$ cat config.mk
export PLATFORM = sky130hd
export DESIGN_NAME = operator_phase_scheduler
export DESIGN_NICKNAME = d
export VERILOG_FILES = /design/src/rtl/octane_pkg.sv /design/src/rtl/phase_accumulator_bank.sv /design/src/rtl/operator_phase_scheduler.sv
export SDC_FILE = /design/constraint.sdc
export NUM_CORES = 2
export LEC_CHECK = 0
export CAP_MARGIN = 0
export CORE_ASPECT_RATIO = 1.2
export CORE_MARGIN = 2
export CORE_UTILIZATION = 40
export DETAILED_ROUTE_END_ITERATION = 7
export GPL_TIMING_DRIVEN = 0
export PLACE_DENSITY_LB_ADDON = 0.05
export SETUP_SLACK_MARGIN = 0.4
export SLEW_MARGIN = 20
export SYNTH_ARGS = -nofsm -noshare
export SYNTH_HDL_FRONTEND = slang
export SYNTH_HIERARCHICAL = 1
export SYNTH_SLANG_ARGS = --single-unit
$ cat constraint.sdc
create_clock -name i_Clock -period 8.95 [get_ports i_Clock]
set_input_delay 1.79 -clock i_Clock [delete_from_list [all_inputs] [get_ports i_Clock]]
set_output_delay 1.79 -clock i_Clock [all_outputs]
set_load 0.05 [all_outputs]
$ cat src/rtl/octane_pkg.sv
// Shared definitions for the operator phase scheduler.
//   SINE_ARG_WIDTH    : width of the argument handed to the shared sine unit
//   SINE_RESULT_WIDTH : width of the signed sample returned by the sine unit
//   sched_state_e     : scheduler FSM states
package octane_pkg;

    localparam int unsigned SINE_ARG_WIDTH    = 13;
    localparam int unsigned SINE_RESULT_WIDTH = 18;

    typedef enum logic [1:0] {
        IDLE,
        RUN,
        DRAIN
    } sched_state_e;

endpackage

$ cat src/rtl/phase_accumulator_bank.sv
// Per-slot step and phase register arrays.
//   clk_i, rst_ni : clock, asynchronous active-low reset (clears phases and steps)
//   rd_slot_i     : slot whose current (pre-increment) phase is presented on rd_phase_o
//   acc_en_i      : accumulate phase[acc_slot_i] += step[acc_slot_i] at this edge
//   cfg_we_i      : write cfg_step_i into step[cfg_slot_i]; the accumulate reads the old step
module phase_accumulator_bank #(
    parameter int unsigned NUM_SLOTS   = 32,
    parameter int unsigned PHASE_WIDTH = 24,
    localparam int unsigned SLOT_W     = $clog2(NUM_SLOTS)
) (
    input  logic                   clk_i,
    input  logic                   rst_ni,
    input  logic [SLOT_W-1:0]      rd_slot_i,
    output logic [PHASE_WIDTH-1:0] rd_phase_o,
    input  logic                   acc_en_i,
    input  logic [SLOT_W-1:0]      acc_slot_i,
    input  logic                   cfg_we_i,
    input  logic [SLOT_W-1:0]      cfg_slot_i,
    input  logic [PHASE_WIDTH-1:0] cfg_step_i
);

    logic [PHASE_WIDTH-1:0] phase_q [NUM_SLOTS];
    logic [PHASE_WIDTH-1:0] phase_d [NUM_SLOTS];
    logic [PHASE_WIDTH-1:0] step_q  [NUM_SLOTS];
    logic [PHASE_WIDTH-1:0] step_d  [NUM_SLOTS];

    assign rd_phase_o = phase_q[rd_slot_i];

    always_comb begin
        phase_d = phase_q;
        step_d  = step_q;
        // Both use step_q, so a same-edge config write only affects later reads.
        if (acc_en_i) begin
            phase_d[acc_slot_i] = phase_q[acc_slot_i] + step_q[acc_slot_i];
        end
        if (cfg_we_i && (32'(cfg_slot_i) < NUM_SLOTS)) begin
            step_d[cfg_slot_i] = cfg_step_i;
        end
    end

    always_ff @(posedge clk_i or negedge rst_ni) begin
        if (!rst_ni) begin
            for (int unsigned i = 0; i < NUM_SLOTS; i++) begin
                phase_q[i] <= '0;
                step_q[i]  <= '0;
            end
        end else begin
            phase_q <= phase_d;
            step_q  <= step_d;
        end
    end

endmodule

$ cat src/rtl/operator_phase_scheduler.sv
// Time-multiplexes one shared sine unit across NUM_SLOTS operator slots, one frame per tick.
//   i_Clock, i_Reset_n        : clock, asynchronous active-low reset
//   i_SampleTick              : starts a frame when idle; while busy it only sets o_Overrun
//   i_CfgWrite/Slot/Step      : per-slot phase increment configuration
//   o_SineArgument/IssueSlot  : argument and slot tag presented to the sine unit
//   i_SineResult              : sine unit output, SINE_LATENCY edges after sampling
//   o_Result/ResultSlot/Valid : realigned sample with its slot tag
//   o_FrameDone, o_Busy, o_Overrun : frame status
// Optional feature macro OCTANE_PHASE_MOD_EN adds i_PhaseMod, added to the argument only.
module operator_phase_scheduler
    import octane_pkg::*;
#(
    parameter int unsigned NUM_SLOTS    = 32,
    parameter int unsigned PHASE_WIDTH  = 24,
    parameter int unsigned SINE_LATENCY = 3,
    localparam int unsigned SLOT_W      = $clog2(NUM_SLOTS)
) (
    input  logic                                i_Clock,
    input  logic                                i_Reset_n,
    input  logic                                i_SampleTick,
    input  logic                                i_CfgWrite,
    input  logic [SLOT_W-1:0]                   i_CfgSlot,
    input  logic [PHASE_WIDTH-1:0]              i_CfgStep,
`ifdef OCTANE_PHASE_MOD_EN
    input  logic [SINE_ARG_WIDTH-1:0]           i_PhaseMod,
`endif
    output logic [SINE_ARG_WIDTH-1:0]           o_SineArgument,
    input  logic signed [SINE_RESULT_WIDTH-1:0] i_SineResult,
    output logic [SLOT_W-1:0]                   o_IssueSlot,
    output logic signed [SINE_RESULT_WIDTH-1:0] o_Result,
    output logic [SLOT_W-1:0]                   o_ResultSlot,
    output logic                                o_ResultValid,
    output logic                                o_FrameDone,
    output logic                                o_Busy,
    output logic                                o_Overrun
);

    localparam logic [SLOT_W-1:0] LAST_SLOT  = SLOT_W'(NUM_SLOTS - 1);
    localparam int unsigned       DRAIN_W    = $clog2(SINE_LATENCY + 1);
    localparam logic [DRAIN_W-1:0] DRAIN_LAST = DRAIN_W'(SINE_LATENCY);

    sched_state_e                   state_q, state_d;
    logic [SLOT_W-1:0]              slot_q, slot_d;
    logic [DRAIN_W-1:0]             drain_q, drain_d;
    logic [SINE_ARG_WIDTH-1:0]      arg_q, arg_d;
    logic                           overrun_q, overrun_d;
    logic                           frame_done_q, frame_done_d;
    logic                           res_valid_q, res_valid_d;
    logic signed [SINE_RESULT_WIDTH-1:0] result_q, result_d;
    logic [SLOT_W-1:0]              res_slot_q, res_slot_d;
    // Valid/tag delay line matching the sine unit latency.
    logic [SINE_LATENCY-1:0]        vld_sr_q, vld_sr_d;
    logic [SLOT_W-1:0]              tag_sr_q [SINE_LATENCY];
    logic [SLOT_W-1:0]              tag_sr_d [SINE_LATENCY];

    logic                           start;
    logic                           issue_next;
    logic [SLOT_W-1:0]              next_slot;
    logic [PHASE_WIDTH-1:0]         rd_phase;
    logic [SINE_ARG_WIDTH-1:0]      rd_top;

    // The FrameDone cycle is still treated as busy for tick purposes.
    assign start      = (state_q == IDLE) && i_SampleTick && !frame_done_q;
    assign issue_next = start || ((state_q == RUN) && (slot_q != LAST_SLOT));
    assign next_slot  = start ? '0 : slot_q + SLOT_W'(1);
    assign rd_top     = rd_phase[PHASE_WIDTH-1 -: SINE_ARG_WIDTH];

    // The argument for the next slot is registered from its pre-increment phase; that slot's
    // phase (and step read) is updated at the end of its own issue cycle.
    phase_accumulator_bank #(
        .NUM_SLOTS   (NUM_SLOTS),
        .PHASE_WIDTH (PHASE_WIDTH)
    ) u_bank (
        .clk_i      (i_Clock),
        .rst_ni     (i_Reset_n),
        .rd_slot_i  (next_slot),
        .rd_phase_o (rd_phase),
        .acc_en_i   (state_q == RUN),
        .acc_slot_i (slot_q),
        .cfg_we_i   (i_CfgWrite),
        .cfg_slot_i (i_CfgSlot),
        .cfg_step_i (i_CfgStep)
    );

    always_comb begin
        state_d      = state_q;
        slot_d       = slot_q;
        drain_d      = drain_q;
        arg_d        = arg_q;
        overrun_d    = overrun_q;
        frame_done_d = 1'b0;
        result_d     = result_q;
        res_slot_d   = res_slot_q;

        unique case (state_q)
            IDLE: begin
                if (start) begin
                    state_d = RUN;
                end
            end
            RUN: begin
                if (slot_q == LAST_SLOT) begin
                    state_d = DRAIN;
                    drain_d = '0;
                end
            end
            DRAIN: begin
                if (drain_q == DRAIN_LAST) begin
                    state_d      = IDLE;
                    frame_done_d = 1'b1;
                end else begin
                    drain_d = drain_q + DRAIN_W'(1);
                end
            end
            default: state_d = IDLE;
        endcase

        if (issue_next) begin
            slot_d = next_slot;
`ifdef OCTANE_PHASE_MOD_EN
            arg_d  = rd_top + i_PhaseMod;
`else
            arg_d  = rd_top;
`endif
        end

        if (i_SampleTick && ((state_q != IDLE) || frame_done_q)) begin
            overrun_d = 1'b1;
        end

        vld_sr_d[0] = (state_q == RUN);
        tag_sr_d[0] = slot_q;
        for (int unsigned i = 1; i < SINE_LATENCY; i++) begin
            vld_sr_d[i] = vld_sr_q[i-1];
            tag_sr_d[i] = tag_sr_q[i-1];
        end

        res_valid_d = vld_sr_q[SINE_LATENCY-1];
        if (vld_sr_q[SINE_LATENCY-1]) begin
            result_d   = i_SineResult;
            res_slot_d = tag_sr_q[SINE_LATENCY-1];
        end
    end

    always_ff @(posedge i_Clock or negedge i_Reset_n) begin
        if (!i_Reset_n) begin
            state_q      <= IDLE;
            slot_q       <= '0;
            drain_q      <= '0;
            arg_q        <= '0;
            overrun_q    <= 1'b0;
            frame_done_q <= 1'b0;
            res_valid_q  <= 1'b0;
            result_q     <= '0;
            res_slot_q   <= '0;
            vld_sr_q     <= '0;
            for (int unsigned i = 0; i < SINE_LATENCY; i++) begin
                tag_sr_q[i] <= '0;
            end
        end else begin
            state_q      <= state_d;
            slot_q       <= slot_d;
            drain_q      <= drain_d;
            arg_q        <= arg_d;
            overrun_q    <= overrun_d;
            frame_done_q <= frame_done_d;
            res_valid_q  <= res_valid_d;
            result_q     <= result_d;
            res_slot_q   <= res_slot_d;
            vld_sr_q     <= vld_sr_d;
            tag_sr_q     <= tag_sr_d;
        end
    end

    assign o_SineArgument = arg_q;
    assign o_IssueSlot    = slot_q;
    assign o_Result       = result_q;
    assign o_ResultSlot   = res_slot_q;
    assign o_ResultValid  = res_valid_q;
    assign o_FrameDone    = frame_done_q;
    assign o_Busy         = (state_q != IDLE);
    assign o_Overrun      = overrun_q;

endmodule

Word level (Yosys, flattened, before mapping)
Index checks and enable logic that the tools add are counted.
{"block": "word_totals", "wordCells": 136, "ff_bits": 1602, "input_bits": 51}
{"block": "classes", "magnitude_cmp": 5, "mux": 25, "bitwise_logic": 3, "n_reduce_logical": 14, "n_eq_ne": 9, "add_sub_neg": 3}
{"op": "bitwise mux 768 bit", "count": 2}
{"op": "binary-select mux 24 bit (select 5 bit)", "count": 3}
{"op": "demux 24 bit (select 5 bit)", "count": 2}
{"op": "two-way mux 24 bit", "count": 8}
{"op": "adder 24 bit", "count": 1}
{"op": ">= comparator 6 bit, second input constant", "count": 3}
{"op": "inverter 5 -> 6 bit", "count": 3}
{"op": "less-than comparator 6 x 1 -> 1 bit, second input constant", "count": 2}
{"op": "two-way mux 2 bit", "count": 5}
{"op": "inequality test 2 bit, second input constant", "count": 4}
{"op": "logical AND 1 bit", "count": 6}
{"op": "one-hot mux 2 bit (3 select lines)", "count": 1}
{"op": "AND reduction 3 bit", "count": 2}
{"op": "adder 5 x 1 -> 5 bit, second input constant", "count": 1}
{"op": "== test 5 bit, second input constant", "count": 1}
{"op": "two-way mux 5 bit", "count": 1}
{"op": "inequality test 5 bit, second input constant", "count": 1}
{"op": "== test 2 bit, second input constant", "count": 2}
{"op": "one-hot mux 2 bit (2 select lines)", "count": 1}
{"op": "nonzero test 2 bit", "count": 2}
{"op": "adder 2 x 1 -> 2 bit, second input constant", "count": 1}
{"op": "== test 2 x 1 -> 1 bit, second input constant", "count": 1}
{"op": "zero test 2 bit", "count": 1}
{"op": "logical OR 1 bit", "count": 2}
{"op": "2 further kinds", "count": 3}

Longest topological paths before layout
{"block": "logic_depth", "depth_word": 8, "mapped_depth": 20}

Cells and area by module
Netlist, hierarchy kept.
{"mod": "phase_accumulator_bank", "area_per_inst_um2": 74042.3, "instances": 1, "cells_each": 5545}
{"mod": "operator_phase_scheduler", "area_per_inst_um2": 2477.4, "instances": 1, "cells_each": 157}

Worst setup path before layout
Ideal clock, no wire load.
{"block": "synth_path", "path_kind": "input-to-reg", "from": "in i_SampleTick", "to": "reg arg_q[4] (netlist: o_SineArgument[4])", "cell_stages": 10, "arrival_time_ns": 4.645, "path_buffers": 4, "setup_time_ns": 0.125, "slack_ns": 4.180, "required_ns": 8.825, "cell_sequence": "nor4b_2 buf_2 nor2_1 clkbuf_1 clkbuf_1 buf_1 mux4_2 mux4_2 mux2_2 mux2_4"}
{"block": "synth_via", "elab_chain_cells": 7}
{"element": "start: declaration", "line_no": "operator_phase_scheduler.sv:20", "text": "input logic i_SampleTick,"}
{"element": "logical AND 1 bit (2 in series)", "line_no": "operator_phase_scheduler.sv:63", "text": "assign start = (state_q == IDLE) && i_SampleTick && !frame_done_q;"}
{"element": "two-way mux 5 bit", "line_no": "operator_phase_scheduler.sv:65", "text": "assign next_slot = start ? '0 : slot_q + SLOT_W'(1);"}
{"element": "named net next_slot[0]", "line_no": "operator_phase_scheduler.sv:58", "text": "logic [SLOT_W-1:0] next_slot;"}
{"element": "inverter 5 -> 6 bit (implied by the code)", "line_no": "phase_accumulator_bank.sv:27", "text": "assign rd_phase_o = phase_q[rd_slot_i];"}
{"element": "binary-select mux 24 bit (select 5 bit)", "line_no": "phase_accumulator_bank.sv:27"}
{"element": "two-way mux 24 bit (implied by the code) (2 in series)", "line_no": "phase_accumulator_bank.sv:27"}
{"element": "named net rd_phase[15]", "line_no": "operator_phase_scheduler.sv:59", "text": "logic [PHASE_WIDTH-1:0] rd_phase;"}
{"element": "end signal: assignment", "line_no": "operator_phase_scheduler.sv:164", "text": "arg_q <= arg_d;"}
{"element": "end: declaration", "line_no": "operator_phase_scheduler.sv:45", "text": "logic [SINE_ARG_WIDTH-1:0] arg_q, arg_d;"}
The timed path passes the listed nets, and every way through them passes these cells. The select of a mux whose other input is x is not followed.
A chain may end at the register's enable or synchronous reset.

Worst setup path in the final report
{"block": "layout_path", "from": "reg slot_q[1] (netlist: o_IssueSlot[1])", "to": "reg u_bank/phase_q[738] (netlist name)"}
{"block": "layout_via", "elab_chain_cells": 6}
{"element": "start: declaration", "line_no": "operator_phase_scheduler.sv:43", "text": "logic [SLOT_W-1:0] slot_q, slot_d;"}
{"element": "start signal: assignment", "line_no": "operator_phase_scheduler.sv:162", "text": "slot_q <= slot_d;"}
{"element": "inverter 5 -> 6 bit (implied by the code) (*)", "line_no": "phase_accumulator_bank.sv:34", "text": "phase_d[acc_slot_i] = phase_q[acc_slot_i] + step_q[acc_slot_i];"}
{"element": "binary-select mux 24 bit (select 5 bit), or another cell as far along", "line_no": "phase_accumulator_bank.sv:34"}
{"element": "two-way mux 24 bit (implied by the code) / logical AND 1 bit (equally long branches)", "line_no": "phase_accumulator_bank.sv:34"}
{"element": "two-way mux 24 bit (implied by the code)", "line_no": "phase_accumulator_bank.sv:34"}
{"element": "adder 24 bit / demux 24 bit (select 5 bit) (equally long branches)", "line_no": "phase_accumulator_bank.sv:34"}
{"element": "bitwise mux 768 bit (*)", "line_no": "phase_accumulator_bank.sv:34"}
{"element": "end signal: assignment", "line_no": "phase_accumulator_bank.sv:48", "text": "phase_q <= phase_d;"}
{"element": "end: declaration", "line_no": "phase_accumulator_bank.sv:22", "text": "logic [PHASE_WIDTH-1:0] phase_q [NUM_SLOTS];"}
Every way passes the cells marked *; elsewhere a longest branch is shown, timed or not. The select of a mux whose other input is x is not followed.

==> reports/metrics.cfg <==
[critical_path]
cp-end-kind=flop
cpPeakStageDelay_ns=0.92
worstSetupPathType=flop to flop
required_ns=9.62
r2r_end=u_bank/phase_q[738]
cp_slowest_cell=buf_2
r2r_start=o_IssueSlot[1]
critPathLaunchType=flop
cp_max_fo=10
worst-r2r-setup-slack_ns=0.49
endpoint=u_bank/phase_q[738]
worst_ep_arrival_time_ns=9.13
crit_chain=buf_4, buf_4, buf_4, buf_2, clkbuf_1, buf_2, mux4_2, a22oi_1, nand4_1, ha_1, fa_1, a21oi_1, o211ai_1, a21oi_1, o31ai_1, a21oi_1, xor2_1, clkbuf_1, o21ai_0
r2r_cells=19
cp-startpoint=o_IssueSlot[1]

[sta]
period_needed_ns=8.46
slew_headroom_pct=15.2
timing.final.crit_share_pct=94.5
drv_slew=0
setup_violations=0
worst_pin_slew_ns=1.27
final.setup.tns_ns=0
fmax_mhz=118
rsz0062_at_grt=false
finalHoldViolations=0
fin_skew_ns=0.0300

[synthesis]
ys.warnings.count=6
syn-num-nets=5655
netlist_area_um2=73900
synth_cells=5577
syn_area_per_cell_um2=13.3

[power]
netSwitchingPower_mw=15.8
comb_power_share_pct=48.4
p_per_area_nw_per_um2=416
p_leak_nw=36.9
clockPowerShare_pct=21.5
p_int_mw=19.5
swShare_pct=44.7
ir_drop_mv=0.424
pwr-share-seq_pct=30.1

[job]
drv_cap=0

[global_route]
grt_pass1_wl_um=403000
grt_max_degree=135
grt_overflow=0
antenna_found_initial=13
grt_use_total_pct=30.6
grt_pass1_vias=51600

[drt]
vias_per_cell=6.02
postRouteAntennaNets=0
first_pass_iters=7
wl_um=286000
wl_per_cell_um=33.8
drc=0
vias=51000
initialDrtViolationCount=4878

[clock_tree]
cts_tree=yes
h-tree-depth=4
clockRootBuffer=clkbuf_16
clkTransAtPathRegs_ns=0.06
clockBufferDepth=3
postCtsSetupBuffers=0
clock_latency_ns=0.84
cts_buffers=176
cts_sinks=1602

[die]
die_x_um=396
dieArea_um2=188000
placementRows=172
die_height_um=475
pin_count=96
core-area_um2=183000
initial_core_util_pct=40.3

[worst_hold_path]
min_from=tag_sr_d[6]
hp-class=flop to flop
hold_path_depth=0

[placed_design]
hpwl_um=204000
port_buffers=92
gp_congestion=0.913

[finish]
finish.net_count=5961
drive_gt1_share_pct=31.2
postLayoutCoreUtil_pct=46.3
syn_to_final_growth_pct=15.0

[run_status]
outcome=completed

## critical path, delay by kind of cell (launching register included)
kind                     cells  cell delay [ns]
AO/OA/AOI/OAI                7             2.24
buffers and inverters        7             3.17
AND/OR/NAND/NOR              1             0.33
multiplexers                 1             0.50
flip-flops                   1             0.49
XOR/XNOR                     1             0.65
adder cells (fa/ha/maj)      2             0.87
## state kept, by name (all words and copies together) (netlist names)
signal,flops
u_bank/phase_q,768
u_bank/step_q,768
o_Result,18
o_SineArgument,13
tag_sr_d,10
o_IssueSlot,5
o_ResultSlot,5
tag_sr_q,5
vld_sr_q,3
drain_q,2
state_q,2
o_FrameDone,1
o_Overrun,1
o_ResultValid,1
## area by class of cell
cell class              count  area [um^2]
fillers                 16900        98400
clock buffers             262         5250
repair buffers            128         1910
flip-flops and latches   1602        40100
diodes                      7         17.5
inverters                  13         48.8
clock inverters            60          744
multi-input cells        3415        31600
well taps                2436         3050
plain buffers             547         2290
## power groups by stage
| stage | registers [mW] | clock network, mW | logic [mW] |
|---|---|---|---|
| 2_1_floorplan | 10.5 | 0 | 9.64 |
| 3_3_place_gp | 10.8 | 0 | 16.7 |
| 3_5_place_dp | 10.7 | 0 | 17.0 |
| 4_1_cts | 10.6 | 7.75 | 17.1 |
| 5_1_grt | 10.9 | 8.02 | 17.9 |
| 6_report | 10.6 | 7.59 | 17.1 |
## worst min path at each step
stage	endpoint	slack, ns
global placement	tag_sr_q[1]	0.33
floorplan	tag_sr_d[0]	0.33
global route	tag_sr_d[0]	0.36
detailed placement	tag_sr_d[2]	0.33
finish	tag_sr_d[1]	0.35
CTS	tag_sr_q[3]	0.35
## through the flow
stage | hold WS (ns) | instance area (um^2) | cells | worst slack [ns] | power, mW
6_report | 0.348 | 85000 | 8470 | 0.489 | 35.3
5_1_grt | 0.357 | 84900 | 8464 | 0.464 | 36.8
4_1_cts | 0.349 | 84900 | 8463 | 0.551 | 35.4
3_5_place_dp | 0.335 | 78900 | 8141 | 0.363 | 27.8
3_3_place_gp | 0.334 | 77900 | 8105 | -70.23 | 27.5
2_1_floorplan | 0.331 | 73900 | 5577 | 4.22 | 20.1
## routing by layer
metal / GRT usage, % / vias to the layer above / wire [um]
met2: 48.9 / 1750 / 136000
li1: - / 21000 / -
met4: 13.3 / 2 / 13400
met1: 41.9 / 27800 / 121000
met3: 4.18 / 460 / 16200
met5: 0 / - / 10
## placed cells by master, fill, tap and decap left out, drive strengths merged, types with 14 or more instances in the layout
cell	count
a21oi	26
a22oi	166
buf	149
bufinv	14
clkbuf	696
clkdlybuf4s50	91
clkinv	34
dfrtp	1602
ha	26
inv	25
mux2	882
mux2i	22
mux4	505
nand2	844
nand4	51
nor2	39
o21ai	720
xor2	15
## timing repair
item,in CTS,in global routing
hold buffers,0,0
setup endpoints to repair,49,31
gates resized for setup,3,1
(Power assumes the default switching activity.)
